--- src/rtl/sequential_shifter.sv ---
// Multi-cycle shifter: LSL/LSR/ASR/ROR by 0..31, one bit per clock.
// The capture edge already applies the first step, so a shift by N takes max(N,1) busy cycles.
module sequential_shifter #(
    parameter int W = 32
) (
    input  logic         clk,
    input  logic         reset,
    input  logic         start,
    input  logic [W-1:0] inp_shifter,
    input  logic [4:0]   shamt,
    input  logic [1:0]   control,
    output logic         busy,
    output logic         done,
    output logic [W-1:0] out_shifter
);

    typedef enum logic [1:0] {
        IDLE  = 2'd0,
        SHIFT = 2'd1,
        DONE  = 2'd2
    } state_t;

    localparam logic [1:0] OP_LSL = 2'b00;
    localparam logic [1:0] OP_LSR = 2'b01;
    localparam logic [1:0] OP_ASR = 2'b10;

    state_t       state_q, state_d;
    logic [W-1:0] data_q,  data_d;
    logic [1:0]   op_q,    op_d;
    logic [4:0]   cnt_q,   cnt_d;

    function automatic logic [W-1:0] step1(input logic [W-1:0] d, input logic [1:0] op);
        case (op)
            OP_LSL:  step1 = {d[W-2:0], 1'b0};
            OP_LSR:  step1 = {1'b0, d[W-1:1]};
            OP_ASR:  step1 = {d[W-1], d[W-1:1]};
            default: step1 = {d[0], d[W-1:1]};
        endcase
    endfunction

    // cnt holds the steps still to go after the one applied this edge
    always_comb begin
        state_d = state_q;
        data_d  = data_q;
        op_d    = op_q;
        cnt_d   = cnt_q;
        case (state_q)
            IDLE: begin
                if (start) begin
                    op_d = control;
                    if (shamt == 5'd0) begin
                        data_d  = inp_shifter;
                        cnt_d   = 5'd0;
                        state_d = DONE;
                    end else begin
                        data_d  = step1(inp_shifter, control);
                        cnt_d   = shamt - 5'd1;
                        state_d = (shamt == 5'd1) ? DONE : SHIFT;
                    end
                end
            end
            SHIFT: begin
                data_d = step1(data_q, op_q);
                cnt_d  = cnt_q - 5'd1;
                if (cnt_q == 5'd1) state_d = DONE;
            end
            DONE: begin
                state_d = IDLE;
            end
            default: begin
                state_d = IDLE;
            end
        endcase
    end

    always_ff @(posedge clk) begin
        if (reset) begin
            state_q <= IDLE;
            data_q  <= '0;
            op_q    <= '0;
            cnt_q   <= '0;
        end else begin
            state_q <= state_d;
            data_q  <= data_d;
            op_q    <= op_d;
            cnt_q   <= cnt_d;
        end
    end

    assign busy        = (state_q != IDLE);
    assign done        = (state_q == DONE);
    assign out_shifter = data_q;

endmodule

--- config.mk ---
export PLATFORM = sky130hd
export DESIGN_NAME = sequential_shifter
export DESIGN_NICKNAME = d
export VERILOG_FILES = /design/src/rtl/sequential_shifter.sv
export SDC_FILE = /design/constraint.sdc
export NUM_CORES = 1
export LEC_CHECK = 0
export CORE_ASPECT_RATIO = 1.75
export CORE_MARGIN = 2
export CORE_UTILIZATION = 45
export CTS_BUF_LIST = sky130_fd_sc_hd__clkbuf_16
export CTS_CLUSTER_DIAMETER = 40
export DETAILED_ROUTE_END_ITERATION = 12
export GPL_TIMING_DRIVEN = 0
export PLACE_DENSITY = 0.78
export SYNTH_ARGS = -nofsm -noshare
export SYNTH_HDL_FRONTEND = slang
export SYNTH_SLANG_ARGS = --single-unit
export TNS_END_PERCENT = 100
--- constraint.sdc ---
create_clock -name clk -period 1.62 [get_ports clk]
set_input_delay 0.162 -clock clk [delete_from_list [all_inputs] [get_ports clk]]
set_output_delay 0.162 -clock clk [all_outputs]
set_load 0.02 [all_outputs]
# [After elaboration in Yosys (flattened, before gate mapping)]
# Cells that the tools add are included.
[op_classes] n_div=0 n_mux=13 mul=0 add_sub_neg=2 n_eq_ne=11 bitwise=0 order_cmp=0 reduce_logical=10 shift=0
[op_table] cell="case mux 32 bit (3 select lines)" n=2
[op_table] cell="two-way mux 32 bit" n=2
[op_table] cell="case mux 32 bit (2 select lines)" n=1
[op_table] cell="== test 5 x 1 -> 1 bit (second input constant)" n=2
[op_table] cell="two-way mux 5 bit" n=2
[op_table] cell="case mux 5 bit (2 select lines)" n=1
[op_table] cell="subtractor 5 x 1 -> 5 bit (second input constant)" n=2
[op_table] cell="two-way mux 2 bit" n=4
[op_table] cell="== test 2 x 1 -> 1 bit (second input constant)" n=3
[op_table] cell="== test 2 bit (second input constant)" n=3
[op_table] cell="logical NOT 2 bit" n=3
[op_table] cell="!= test 2 bit (second input constant)" n=3
[op_table] cell="AND reduction 2 bit" n=3
[op_table] cell="logical NOT 5 bit" n=1
[op_table] cell="case mux 2 bit (2 select lines)" n=1
[op_table] cell="nonzero test 2 bit" n=2
[op_table] cell="AND reduction 3 bit" n=1
[totals] regBits=41 output_inout_bits=34 latch_bits=0 mem_count=0 wordCells=41 mem_bits_rw=0 rom_bits=0 input_bits=42

# [Depth between registers and ports, before layout]
# Gate-level depths: netlist of the first run.
[logic_depth] word_depth=5 ltp_mapped=8 depth_no_buf=6

# [Worst setup path after synthesis of the first run]
# OpenSTA, ideal clock, no wires.
[synth_path] path_type="input to register" startpoint="in shamt[0]" endpoint="reg cnt_q[0]" stages=7 n_path_buf=2 slack_ns=0.024 required_ns=1.488 setup_ns=0.132 arrival_ns=1.465 path_cell_list="inv_1 > ha_1 > or4b_1 > buf_6 > buf_6 > a311oi_1 > nor3_1"
[synth_between] elab_chain_len=4 elab_cells_between_ends=5 classes_between="1 x add/sub; 3 x mux; 1 x reduce/logical"
[synth_lines] item="from (decl)" line="10" text="input logic [4:0] shamt,"
[synth_lines] item="subtractor 5 x 1 -> 5 bit / logical NOT 5 bit (equally long branches)" line="57, 51"
[synth_lines] item="two-way mux 5 bit *" line="51" text="if (shamt == 5'd0) begin"
[synth_lines] item="two-way mux 5 bit *" line="49" text="if (start) begin"
[synth_lines] item="case mux 5 bit (2 select lines) *" line="47" text="case (state_q)"
[synth_lines] item="to (signal assigned)" line="86" text="cnt_q <= cnt_d;"
[synth_lines] item="to (decl)" line="30" text="logic [4:0] cnt_q, cnt_d;"
# Mark *: on every way between the ends. The rest lies on a longest branch, timed or not. The select of a mux whose other input is x is not followed.
# A chain may end at the register's enable or synchronous reset.

# [Worst setup path in the final report of the first run]
[layout_path] startpoint="reg state_q[0]" endpoint="out busy"
[layout_between] elab_chain_len=1
[layout_lines] item="from (decl)" line="27" text="state_t state_q, state_d;"
[layout_lines] item="from (signal assigned)" line="83" text="state_q <= state_d;"
[layout_lines] item="nonzero test 2 bit" line="90" text="assign busy = (state_q != IDLE);"
[layout_lines] item="to (decl)" line="12" text="output logic busy,"
# Every way passes these cells.

==> results.md, run 1 <==
* Core Area at 6230 um^2
* Routed WL per cell at 18.2 um
* Worst-margin pin slew at 0.543 ns
* Worst endpoint required time at 1.46 ns
* Post-Syn Instances at 336
* Worst vdd ir at 521 uV
* Met1 Use GR at 26.6%
* Antenna fix cells at 0
* R2R depth at 6
* Layout Cells excl Fill at 503
* DRT iter0 DRCs at 212
* Final hold slack at 0.193 ns
* Yosys top cell by area: dfxtp_1
* Largest net degree at the start of global routing at 13
* Syn Std Cell Area at 2900 um^2
* Die area at 7130 um^2
* Avg Synthesized Cell Area at 8.63 um^2
* Top cells by area, synth: dfxtp_1 28%, mux2_2 12%, mux2i_1 10%
* Crit path cell chain: clkbuf_4, or2_2, dlygate4sd2_1
* Worst-path fanout max at 10
* Yosys warns at 0
* Vias per cell at 6.06
* CP bufs+invs at 2
* Top-area cell type share of the netlist area at 28.3%
* Count of final setup violators at 0
* WHS Endpoint: state_q[1]$_SDFFE_PP0P_
* Reg-to-reg critical path startpoint: state_q[0]$_SDFFE_PP0P_
* Post-synth EDFFs at 0
* Post-synthesis register bit count at 41
* Register area share after synthesis at 28.3%
* Area Overhead vs Synth at 42.0%
* Nets@finish at 469
* Critical Path Sink Type: primary output
* Clock Skew at 0.00633 ns
* CTS root buf: clkbuf_16
* Primary FF master, synth: dfxtp_1
* Kind of critical path: flop to primary output
* Hold Fails Final Rpt at 0
* Clk_lat worst skew at 0.29 ns
* Gr ovfl total at 0
* Die Wd at 64.7 um
* Vias at 3049
* GP Congestion at 0.905
* Final period util at 96.5%
* Slowest CP cell: dlygate4sd2_1
* R2R setup slack at 0.07 ns
* Top cells by count, synth: 41 x dfxtp_1, 40 x a21oi_1, 32 x mux2_2
* Count of final max-slew check failures at 0
* Static Leak at 1.58 nW
* Port buffer count at 74
* Hold path start: reset
* Max-Cap Viols at 0
* Final ANT Viol Nets at 0
* IO Count at 76
* Sink Count at 41
* Layout cells sized above 1 at 22.9%
* CTS Buf Count at 5
* Row Count at 38
* Global-route wire length before repair at 14000 um
* GRT busiest layer: met2
* Drt drc at 0
* Routed WL at 9160 um
* Starting Density at 46.6%
* Most common cell in the synthesized netlist: dfxtp_1
* Antenna violations before repair at 0
* Vias in the first global route at 3007
* Placed Instances at 490
* DRT Pass-1 Iters at 4
* GRT Total Usage at 25.3%
* Hold depth at 2
* Crit Reg-Reg Endpoint: out_shifter[7]$_SDFFE_PP0P_
* TritonCTS clock tree: yes
* PD cells at 882 nW/um^2
* Slew headroom at 63.7%
* Peak Freq at 0.640 GHz
* Met2 usage at 48.1%
* Count of cell types in the netlist at 40
* H-Tree Depth at 2
* Crit path DAT at 1.40 ns
* Final Cell Area at 4120 um^2
* Placed Area at 3740 um^2
* Final HPWL DP at 6460 um
* Top delay family on crit path: buffers and inverters
* Crit path time final at 1.56 ns
* Worst Hold Class: primary input to flop
* Synth Net Count at 383
* Die height at 110 um
* Maximum buffer depth of the clock tree at 2
* Critical Path Max Stage Delay at 0.32 ns
* Outcome: finished, final reports clean
* Crit start category: flop
* Met3 usage at 4.06%
* Synth async-reset ratio at 0%
* Clk pin slew, worst setup/hold paths at 0.06 ns
* Hold Buf Count CTS at 0
-- cells in the final DEF (no fill, tap or decap), drive strengths merged, types with 2 or more instances in the layout --
cell,n
dfxtp,41
a21o,31
nor3,5
nor3b,2
clkdlybuf4s50,67
nor2b,2
nor4,2
nand2,5
or2,2
and3,2
a22oi,30
o21ai,33
ha,5
inv,7
buf,19
mux2i,30
a311oi,2
mux2,32
a31oi,3
a21oi,40
nor2,16
a211oi,2
xnor2,2
dlygate4sd2,5
clkbuf,23
-- per-stage QoR --
| stage | total power [mW] | util (%) | setup TNS (ns) | worst slack (ns) |
|---|---|---|---|---|
| 2_1_floorplan | 1.95 | - | 0 | 0.0237 |
| 3_3_place_gp | 2.38 | 60.1 | -21.43 | -0.686 |
| 3_5_place_dp | 2.41 | 60.1 | -23.21 | -0.783 |
| 4_1_cts | 3.56 | 64.4 | -0.000616 | -0.000616 |
| 5_1_grt | 3.80 | 66.1 | -0.00630 | -0.00630 |
| 6_report | 3.63 | 66.1 | 0 | 0.0569 |
-- area by class of cell --
type                            instances  area [um^2]
Fill cell                             521         2110
Sequential cell                        41          822
Timing Repair Buffer                   79          768
Clock buffer                            5          125
Buffer                                 31          251
Inverter                                6         22.5
Clock inverter                          3         37.5
Tap cell                               80          100
Multi-Input combinational cell        258         1990
-- layer usage --
metal | wire length (um) | share of wire [%]
met1 | 3470 | 38
met2 | 4990 | 54
met3 | 397 | 4.3
met4 | 301 | 3.3
met5 | 0 | 0
-- worst register-to-register path, delay by kind of cell (launching register included) --
| family | cells | cell delay [ns] |
|---|---|---|
| buffers and inverters | 2 | 0.47 |
| flip-flops | 1 | 0.30 |
| AO/OA/AOI/OAI | 3 | 0.39 |
| AND/OR/NAND/NOR | 1 | 0.33 |
-- flip-flops by register name, summed over array words and instances (netlist names) --
register     flops
out_shifter     32
op_q             2
cnt_q            5
state_q          2
-- logic make-up after synthesis --
kind of cell	count (synthesis)	share of synthesized area, %
AO/OA/AOI/OAI	148	32.2
XOR/XNOR	2	0.604
adder cells (fa/ha/maj)	5	2.16
buffers and inverters	37	6.60
flip-flops	41	28.3
multiplexers	62	22.8
AND/OR/NAND/NOR	41	7.33
-- worst max-delay path by stage --
stage                                       start                            to  slack [ns]  depth (start not counted)
final                     state_q[0]$_SDFFE_PP0P_                          busy        0.06                          3
after CTS                 state_q[0]$_SDFFE_PP0P_  out_shifter[11]$_SDFFE_PP0P_     -0.0006                          6
after global routing      state_q[0]$_SDFFE_PP0P_  out_shifter[27]$_SDFFE_PP0P_      -0.006                          6
after floorplan                          shamt[0]         cnt_q[0]$_SDFFE_PP0P_        0.02                          7
after detailed placement                 shamt[0]  out_shifter[31]$_SDFFE_PP0P_       -0.78                          7
after global placement                   shamt[0]  out_shifter[31]$_SDFFE_PP0P_       -0.69                          7
-- power breakdown --
| group | internal [mW] | switching [mW] |
|---|---|---|
| registers | 1.11 | 0.113 |
| clock network | 0.717 | 0.418 |
| logic | 0.632 | 0.640 |
-- what timing repair did --
| action | in CTS | in global routing |
|---|---|---|
| endpoints found under the setup margin | 41 | 34 |
| resized for setup | 55 | 46 |
| pin swaps | 1 | 3 |
| buffers inserted | 2 | 1 |
| cloned | 1 | 1 |
No activity file was read; power rests on OpenSTA's default activity.
==> run 2: changes to the inputs <==
--- a/config.mk
+++ b/config.mk
@@ -8,12 +8,13 @@
 export CORE_ASPECT_RATIO = 1.75
 export CORE_MARGIN = 2
 export CORE_UTILIZATION = 45
-export CTS_BUF_LIST = sky130_fd_sc_hd__clkbuf_16
+export CTS_BUF_LIST = sky130_fd_sc_hd__clkbuf_8 sky130_fd_sc_hd__clkbuf_16
 export CTS_CLUSTER_DIAMETER = 40
 export DETAILED_ROUTE_END_ITERATION = 12
 export GPL_TIMING_DRIVEN = 0
 export PLACE_DENSITY = 0.78
+export RECOVER_POWER = 100
 export SYNTH_ARGS = -nofsm -noshare
 export SYNTH_HDL_FRONTEND = slang
 export SYNTH_SLANG_ARGS = --single-unit
-export TNS_END_PERCENT = 100
+export TNS_END_PERCENT = 5
==> run 2 against run 1 <==
Against the previous run:
- non-clock buffer count decreased by 1
- count of clock-buffer cells in the layout increased by 1
- final cell count decreased by 0.20%
- clock power decreased by 21%
- sequential power about the same
- via count decreased by 0.75%
- largest cell class unchanged
- utilization decreased by 1.5 points
- power decreased by 7.4%
- sequential share of layout area increased by 0.47 points
==> results.md, run 2 (same netlist as run 1, synthesis figures left out) <==
* R2R depth at 6
* Gr ovfl total at 0
* Commonest non-fill, non-tap cells in the layout: 67 x clkdlybuf4s50_1, 40 x a21oi_1, 40 x dfxtp_1, 32 x mux2_2, 31 x a21o_1
* Final HPWL DP at 6460 um
* Reg area at 822 um^2
* Outcome: finished, final reports clean
* End point of the critical path: busy
* CP Launch Point: state_q[0]$_SDFFE_PP0P_
* Routed WL per cell at 17.7 um
* PD cells at 836 nW/um^2
* Final period util at 96.1%
* Static Leak at 1.57 nW
* Crit path time final at 1.56 ns
* Multi-input gate area at 1950 um^2
* Drt drc at 0
* Total power at 3.37 mW
* Crit Reg-Reg Endpoint: out_shifter[21]$_SDFFE_PP0P_
* Clk_lat worst skew at 0.31 ns
* Worst-path fanout max at 10
* Count of final setup violators at 0
* Max FFs per register at 32
* Commonest non-fill, non-tap cell in the layout: clkdlybuf4s50_1
* Max-Cap Viols at 0
* Die Wd at 64.7 um
* Starting Density at 46.6%
* Count of final max-slew check failures at 0
* Crit start category: flop
* Worst endpoint required time at 1.46 ns
* Reg-to-reg critical path startpoint: state_q[0]$_SDFFE_PP0P_
* Antenna violations before repair at 0
* Clock share of power at 26.4%
* Maximum buffer depth of the clock tree at 2
* Layout cells sized above 1 at 20.6%
* Fill cells at 539
* IO Count at 76
* Final hold slack at 0.170 ns
* Nets@finish at 468
* DRT Pass-1 Iters at 4
* Row Count at 38
* GP Congestion at 0.905
* Routed WL at 8880 um
* Layout Utilization at 64.6%
* Sw frac at 33.5%
* Placed Area at 3740 um^2
* CTS root buf: clkbuf_8
* H-Tree Depth at 2
* Clk pin slew, worst setup/hold paths at 0.08 ns
* Core Area at 6230 um^2
* GRT Total Usage at 24.4%
* P_sw at 1.13 mW
* Worst vdd ir at 506 uV
* Part of the power in registers at 36.5%
* Antenna fix cells at 0
* Global-route wire length before repair at 13600 um
* Logic pwr share at 37.2%
* Setup TNS at 0 ns
* Slowest CP cell: or2_2
* Port buffer count at 74
* Crit path cell chain: clkbuf_4, or2_2, clkdlybuf4s15_1
* Hold Fails Final Rpt at 0
* Final Cell Area at 4030 um^2
* Clock Skew at 0.00628 ns
* Worst-margin pin slew at 0.563 ns
* DRT iter0 DRCs at 144
* Vias in the first global route at 2943
* CTS Buf Count at 5
* Critical Path Max Stage Delay at 0.31 ns
* Die area at 7130 um^2
* Critical Path Sink Type: primary output
* RSZ-0062 raised after global routing: yes
* Pint at 2.24 mW
* R2R setup slack at 0.07 ns
* Vias at 3026
* Worst Hold Class: primary input to flop
* Area Overhead vs Synth at 38.8%
* TritonCTS clock tree: yes
* Vias per cell at 6.03
* Crit path DAT at 1.39 ns
* Sink Count at 41
* Kind of critical path: flop to primary output
* Peak Freq at 0.643 GHz
* Largest net degree at the start of global routing at 13
* Slew headroom at 62.5%
* Die height at 110 um
* Final ANT Viol Nets at 0
run 2: cell count changes in the layout (fill, tap and decap cells not counted), moves of 2 or more:
cell and change:
dlygate4sd2_1 -4, o21ai_1 +8, dlymetal6s2s_1 +4, buf_8 -2, o21ai_2 -8, clkbuf_8 +8
clkbuf_16 -6
run 2: worst min-delay path by stage:
stage | start | to | cells past startpoint
2_1_floorplan | control[1] | op_q[1]$_SDFFE_PP0P_ | 2
3_3_place_gp | cnt_q[4]$_SDFFE_PP0P_ | cnt_q[4]$_SDFFE_PP0P_ | 2
3_5_place_dp | cnt_q[4]$_SDFFE_PP0P_ | cnt_q[4]$_SDFFE_PP0P_ | 2
4_1_cts | reset | state_q[1]$_SDFFE_PP0P_ | 2
5_1_grt | reset | state_q[1]$_SDFFE_PP0P_ | 2
6_report | reset | state_q[1]$_SDFFE_PP0P_ | 2
run 2: critical path: cells and delay by family, from the launching register on:
family        cells  cell delay [ns]
flops             1             0.30
buf+inv           2             0.48
simple gates      1             0.31
run 2: routing by layer:
metal	track usage, %	vias to the layer above	wire length [um]
li1	-	1431	-
met5	0	-	0
met2	46.9	90	4890
met3	3.15	26	379
met4	12.0	0	228
met1	25.6	1479	3380
run 2: cell type report:
| class | instances | area share, % |
|---|---|---|
| multi-input cells | 258 | 48.4 |
| flip-flops and latches | 41 | 20.4 |
| repair buffers | 78 | 19.2 |
| plain buffers | 31 | 6.00 |
| well taps | 80 | 2.49 |
| clock buffers | 6 | 2.05 |
| clock inverters | 2 | 0.839 |
| inverters | 6 | 0.560 |
run 2: power groups by stage:
stage                     sequential, mW  clock (mW)  combinational (mW)
after CTS                           1.22       0.885                1.19
after global routing                1.24       0.933                1.35
after floorplan                     1.30           0               0.642
after detailed placement            1.24           0                1.17
after global placement              1.24           0                1.14
final                               1.23       0.888                1.25
run 2: repair_timing:
item                       CTS  global route
setup endpoints to repair   41            38
pin swaps                    0             2
gates resized for setup     40            51
setup buffers                1             3
hold buffers                 0             0
run 2: per-stage QoR:
stage / instances / worst slack [ns]
floorplan: 336 / 0.0237
detailed placement: 490 / -0.783
global route: 502 / -0.0314
finish: 502 / 0.0638
CTS: 499 / -0.173
global placement: 490 / -0.686
==> run 3: changes to the inputs <==
--- a/config.mk
+++ b/config.mk
@@ -14,6 +14,7 @@
 export GPL_TIMING_DRIVEN = 0
 export PLACE_DENSITY = 0.78
 export RECOVER_POWER = 100
+export SLEW_MARGIN = 20
 export SYNTH_ARGS = -nofsm -noshare
 export SYNTH_HDL_FRONTEND = slang
 export SYNTH_SLANG_ARGS = --single-unit
==> results of run 3 <==
The final DEF is identical to that of run 2; final timing and power are the same.
